==> config.mk <==
export PLATFORM = sky130hd
export DESIGN_NAME = rte_stack
export DESIGN_NICKNAME = d
export VERILOG_FILES = /design/src/rtl/rte_pkg.sv /design/src/rtl/rte_stack_ram.sv /design/src/rtl/rte_stack.sv
export SDC_FILE = /design/constraint.sdc
export NUM_CORES = 1
export LEC_CHECK = 0
export ABC_AREA = 1
export BUFFER_PORTS_ARGS = -buffer_cell sky130_fd_sc_hd__buf_2
export CORE_MARGIN = 1.5
export CORE_UTILIZATION = 61
export DETAILED_ROUTE_END_ITERATION = 10
export GPL_TIMING_DRIVEN = 0
export PLACE_DENSITY = 0.79
export SYNTH_ARGS = -nofsm -noshare
export SYNTH_HDL_FRONTEND = slang
export SYNTH_HIERARCHICAL = 1
export SYNTH_SLANG_ARGS = --single-unit
==> constraint.sdc <==
create_clock -name clk -period 3 [get_ports clk]
set_clock_uncertainty 0.15 [all_clocks]
set_input_delay 0.15 -clock clk [delete_from_list [all_inputs] [get_ports clk]]
set_output_delay 0.15 -clock clk [all_outputs]
set_load 0.02 [all_outputs]
==> src/rtl/rte_pkg.sv <==
// rte_pkg -- shared definitions for the RTE stack.
//   op encodings : OP_NOP, OP_PUSH, OP_POP, OP_REPLACE (2-bit command field)
//   defaults     : DEFAULT_DEPTH (entries), DEFAULT_DW (entry width)
package rte_pkg;

    localparam int DEFAULT_DEPTH = 16;
    localparam int DEFAULT_DW    = 8;

    typedef enum logic [1:0] {
        OP_NOP     = 2'b00,
        OP_PUSH    = 2'b01,
        OP_POP     = 2'b10,
        OP_REPLACE = 2'b11
    } op_t;

endpackage

==> src/rtl/rte_stack_ram.sv <==
// rte_stack_ram -- DEPTH x DW register file backing the stack.
//   clk   : write clock
//   we    : write enable, sampled on rising edge
//   waddr : write address
//   wdata : write data
//   raddr : combinational read address
//   rdata : combinational read data (mem[raddr])
// Contents are not reset; the owner only reads entries below the live depth.
module rte_stack_ram
    import rte_pkg::*;
#(
    parameter int DEPTH = DEFAULT_DEPTH,
    parameter int DW    = DEFAULT_DW,
    localparam int AW   = $clog2(DEPTH)
) (
    input  logic          clk,
    input  logic          we,
    input  logic [AW-1:0] waddr,
    input  logic [DW-1:0] wdata,
    input  logic [AW-1:0] raddr,
    output logic [DW-1:0] rdata
);

    logic [DW-1:0] mem [DEPTH];

    always_ff @(posedge clk) begin
        if (we) begin
            mem[waddr] <= wdata;
        end
    end

    assign rdata = mem[raddr];

endmodule

==> src/rtl/rte_stack.sv <==
// rte_stack -- LIFO stack for the RTE parsing stage.
//   clk     : single clock, rising edge
//   reset   : synchronous active-high reset
//   cycle   : phase bit, 1 = execute (commands accepted), 0 = transition (NOP)
//   op      : 00 NOP, 01 PUSH, 10 POP, 11 REPLACE
//   din     : push / replace data
//   clr_err : clears sticky ovf/unf (an error on the same edge wins)
//   top     : top-of-stack entry, 0 when empty
//   stack0  : top[0]
//   depth   : entry count 0..DEPTH
//   empty   : depth == 0
//   full    : depth == DEPTH
//   ovf     : sticky, set by PUSH while full
//   unf     : sticky, set by POP while empty
// All outputs come from the registered depth/flags and the RAM contents;
// op and din only reach state through the clock edge.
module rte_stack
    import rte_pkg::*;
#(
    parameter int DEPTH = DEFAULT_DEPTH,
    parameter int DW    = DEFAULT_DW,
    localparam int AW   = $clog2(DEPTH),
    localparam int DPW  = AW + 1
) (
    input  logic           clk,
    input  logic           reset,
    input  logic           cycle,
    input  logic [1:0]     op,
    input  logic [DW-1:0]  din,
    input  logic           clr_err,
    output logic [DW-1:0]  top,
    output logic           stack0,
    output logic [DPW-1:0] depth,
    output logic           empty,
    output logic           full,
    output logic           ovf,
    output logic           unf
);

    op_t            op_s;
    logic [DPW-1:0] depth_q;
    logic [DPW-1:0] depth_n;
    logic           ovf_q;
    logic           unf_q;
    logic           ovf_ev;
    logic           unf_ev;
    logic           is_empty;
    logic           is_full;
    logic           we_cmd;
    logic           ram_we;
    logic [AW-1:0]  waddr;
    logic [AW-1:0]  top_addr;
    logic [DW-1:0]  rdata;

    assign op_s     = op_t'(op);
    assign is_empty = (depth_q == '0);
    assign is_full  = (depth_q == DPW'(DEPTH));

    // Index of the current top entry. When full the low AW bits of depth
    // are zero, so the subtraction wraps to DEPTH-1 as intended; when empty
    // the value is unused because top is forced to zero.
    assign top_addr = depth_q[AW-1:0] - AW'(1);

    always_comb begin
        depth_n = depth_q;
        we_cmd  = 1'b0;
        waddr   = depth_q[AW-1:0];
        ovf_ev  = 1'b0;
        unf_ev  = 1'b0;
        if (cycle) begin
            case (op_s)
                OP_PUSH: begin
                    if (is_full) begin
                        ovf_ev = 1'b1;
                    end else begin
                        we_cmd  = 1'b1;
                        waddr   = depth_q[AW-1:0];
                        depth_n = depth_q + DPW'(1);
                    end
                end
                OP_POP: begin
                    if (is_empty) begin
                        unf_ev = 1'b1;
                    end else begin
                        depth_n = depth_q - DPW'(1);
                    end
                end
                OP_REPLACE: begin
                    // On an empty stack a replace has nothing to pop and
                    // degenerates to a plain push into slot 0.
                    we_cmd = 1'b1;
                    if (is_empty) begin
                        waddr   = '0;
                        depth_n = DPW'(1);
                    end else begin
                        waddr   = top_addr;
                    end
                end
                default: begin
                end
            endcase
        end
    end

    // Reset overrides any command on the same edge, including the write.
    assign ram_we = we_cmd & ~reset;

    always_ff @(posedge clk) begin
        if (reset) begin
            depth_q <= '0;
            ovf_q   <= 1'b0;
            unf_q   <= 1'b0;
        end else begin
            depth_q <= depth_n;
            // Set wins over clear when both happen on one edge.
            ovf_q   <= ovf_ev | (ovf_q & ~clr_err);
            unf_q   <= unf_ev | (unf_q & ~clr_err);
        end
    end

    rte_stack_ram #(
        .DEPTH (DEPTH),
        .DW    (DW)
    ) u_ram (
        .clk   (clk),
        .we    (ram_we),
        .waddr (waddr),
        .wdata (din),
        .raddr (top_addr),
        .rdata (rdata)
    );

    // Masking with depth keeps stale entries invisible after reset.
    assign top    = is_empty ? '0 : rdata;
    assign stack0 = top[0];
    assign depth  = depth_q;
    assign empty  = is_empty;
    assign full   = is_full;
    assign ovf    = ovf_q;
    assign unf    = unf_q;

endmodule

==> impl_metrics.csv <==
group,metric,value,unit
yosys,yosys.area_share.simple,0.235,
finish,drive_above_1_share,0.175,
clock_tree,cts.path.max_buffers,2,
routing,wl,16300,um
clock_tree,cts_buffers,17,
global_routing,overflow,0,
place,dp_slack,-0.206,ns
yosys,async_reset_ff_frac,0,
timing,setup_viol,0,
yosys,synth_top_family_by_area,"simple AND/OR/NAND/NOR gates",
routing,dr.pass1.iters,6,
finish,diodes,0,
run,maxCapViolCount,0,
setup_path,crit_end,"top[0]",
place,gp_congestion,0.951,
timing,tightest_slew,0.531,ns
floorplan,start_util,0.638,
setup_path,cp-startpoint,"depth[0]",
setup_path,reg2regPathDepth,9,
place,hpwl,10400,um
yosys,ys_seq_area_frac,0.630,
yosys,synth_warnings,6,
yosys,synth.net_count,680,
yosys,ys.flop_type,"edfxtp_1",
outcome,status,"finished clean",
yosys,synth-compound-area-share,0.0170,
yosys,ys_ff_latch,135,
yosys,synth_top_area_frac,0.608,
global_routing,grt_pass1_wl,24300,um
timing,min_period_over_period,0.980,
global_routing,track_usage,0.301,
yosys,avgSynthCellArea,9.56,um^2
power,p_per_area,651,nW/um^2
setup_path,cp.arrival,2.64,ns
power,total_power,4.91,mW
yosys,yosys.area.top_type,"edfxtp_1",
setup_path,cp-end-kind,"primary output",
clock_tree,clockRootBuffer,"clkbuf_8",
clock_tree,insertion_delay,0.52,ns
routing,wire_per_inst,18.6,um
yosys,synth-edff-count,128,
yosys,synth_xor_area_frac,0.00415,
setup_path,start_kind,"flop",
timing,hold_viol,0,
worst_hold_path,hold_path.class,"primary input to flop",
routing,drt_iter0_markers,625,
yosys,synth_commonest_cells,"208 x nand2_1, 128 x edfxtp_1, 125 x inv_1",
finish,area_growth,19.0,%
global_routing,grt_max_degree,17,
setup_path,r2r_setup_slack,0.18,ns
clock_tree,cts_sinks,135,
timing,fmax,340,MHz
clock_tree,clk_pin_slew,0.06,ns
routing,via_per_inst,5.65,
setup_path,required,2.70,ns
yosys,synth_area_leaders,"edfxtp_1 61%, nand2_1 12%, nand3_1 8.3%, inv_1 7.4%, dfxtp_1 2.2%",
routing,drc_errors,0,
finish,final_nets,749,
global_routing,grt_pass1_vias,4638,
floorplan,rows,36,
global_routing,antenna_found_initial,0,
routing,vias,4959,
timing,slew_viol_final,0,
timing,setup_ws,0.0606,ns
setup_path,rr_startpoint,"depth[2]",
yosys,synthAdderAreaFrac,0.00791,
timing,slew-limit-headroom,0.642,
finish,fillCellCount,685,
timing,fin_crit,2.94,ns
floorplan,ios,32,
yosys,syn_area,6330,um^2
routing,ant_nets,0,
floorplan,core_area,9910,um^2
clock_tree,htree_levels,4,
floorplan,die_h,105,um
floorplan,dieWidth,105,um
yosys,synth_most_common_cell,"nand2_1",
yosys,synthMuxAreaShare,0,
setup_path,critPathKind,"flop to primary output",
yosys,synthCells,662,
clock_tree,cts_tree,"built",
place,port-buffer-count,31,
setup_path,r2r_end,"u_ram/mem[13][7]",
floorplan,die_area,11000,um^2
power,p_leak,3.34,nW
setup_path,worstPathMaxFanout,10,
power,peakVddDrop,0.422,mV
yosys,synth_cell_type_count,28,
==> critical path, stage by stage (launching register included) <==
cell and delay (ns):
dfxtp_2 0.39, inv_4 0.09, ha_1 0.23, xor2_2 0.18, buf_4 0.17, clkinvlp_4 0.16
buf_4 0.21, nand3_1 0.11, nand3_1 0.10, nand2_1 0.10, nand2_1 0.07, inv_1 0.07
buf_4 0.09, buf_2 0.14
==> worst min path at each step <==
stage | from | endpoint | cells after the start | slack, ns
6_report | reset | depth[3] | 3 | 0.26
5_1_grt | reset | depth[3] | 3 | 0.26
4_1_cts | reset | depth[3] | 3 | 0.25
3_5_place_dp | reset | depth[3] | 2 | 0.26
3_3_place_gp | reset | depth[3] | 2 | 0.24
2_1_floorplan | reset | depth[3] | 1 | 0.06
==> through the flow <==
step / cell area (um^2) / std cells / hold WS (ns) / setup TNS (ns) / util
5_1_grt: 7530 / 877 / 0.264 / -0.135 / 0.760
3_3_place_gp: 6650 / 826 / 0.242 / -1.36 / 0.671
6_report: 7530 / 877 / 0.264 / 0 / 0.760
2_1_floorplan: 6330 / 662 / 0.0624 / 0 / -
4_1_cts: 7380 / 874 / 0.245 / -0.458 / 0.745
3_5_place_dp: 6650 / 826 / 0.256 / -7.65 / 0.671
==> layer usage <==
layer	up-vias	track usage	wire length, um
li1	2273	-	-
met5	-	0	0
met3	55	0.0680	1990
met1	2262	0.411	6290
met4	0	0.134	535
met2	369	0.464	7480
==> flip-flops by register name (all words and copies together), names as in the netlist <==
signal     count
ovf            1
unf            1
u_ram/mem    128
depth          5
==> cell type report <==
| type | instances | area (um^2) | share of cell area |
|---|---|---|---|
| Buffer | 25 | 196 | 0.0261 |
| Clock buffer | 17 | 414 | 0.0550 |
| Clock inverter | 15 | 120 | 0.0160 |
| Inverter | 130 | 494 | 0.0656 |
| Multi-Input combinational cell | 371 | 1800 | 0.239 |
| Sequential cell | 135 | 3990 | 0.529 |
| Tap cell | 133 | 166 | 0.0221 |
| Timing Repair Buffer | 51 | 353 | 0.0469 |
==> timing repair <==
item,CTS,global route
setup endpoints to repair,105,137
endpoints found under the hold margin,135,0
hold buffers,14,0
pin swaps,0,1
setup buffers,2,4
resized for setup,17,26
==> power breakdown <==
group / switching, mW / internal, mW
clock: 0.817 / 1.03
combinational: 0.658 / 0.309
sequential: 0.0134 / 2.08
==> layout by cell type (no fill, tap or decap), types with 9 or more instances in the layout <==
master,netlist,routed
buf_2,13,41
buf_4,5,11
buf_6,7,9
clkbuf_16,0,16
dlygate4sd3_1,0,14
edfxtp_1,128,128
inv_1,125,122
nand2_1,208,208
nand3_1,105,104
nor2_4,2,15
==> kinds of logic after synthesis <==
| group | Yosys count |
|---|---|
| AO/OA/AOI/OAI | 17 |
| XOR/XNOR | 3 |
| adder cells (fa/ha/maj) | 4 |
| buffers and inverters | 156 |
| flip-flops | 135 |
| AND/OR/NAND/NOR | 347 |
(Power assumes the default switching activity.)
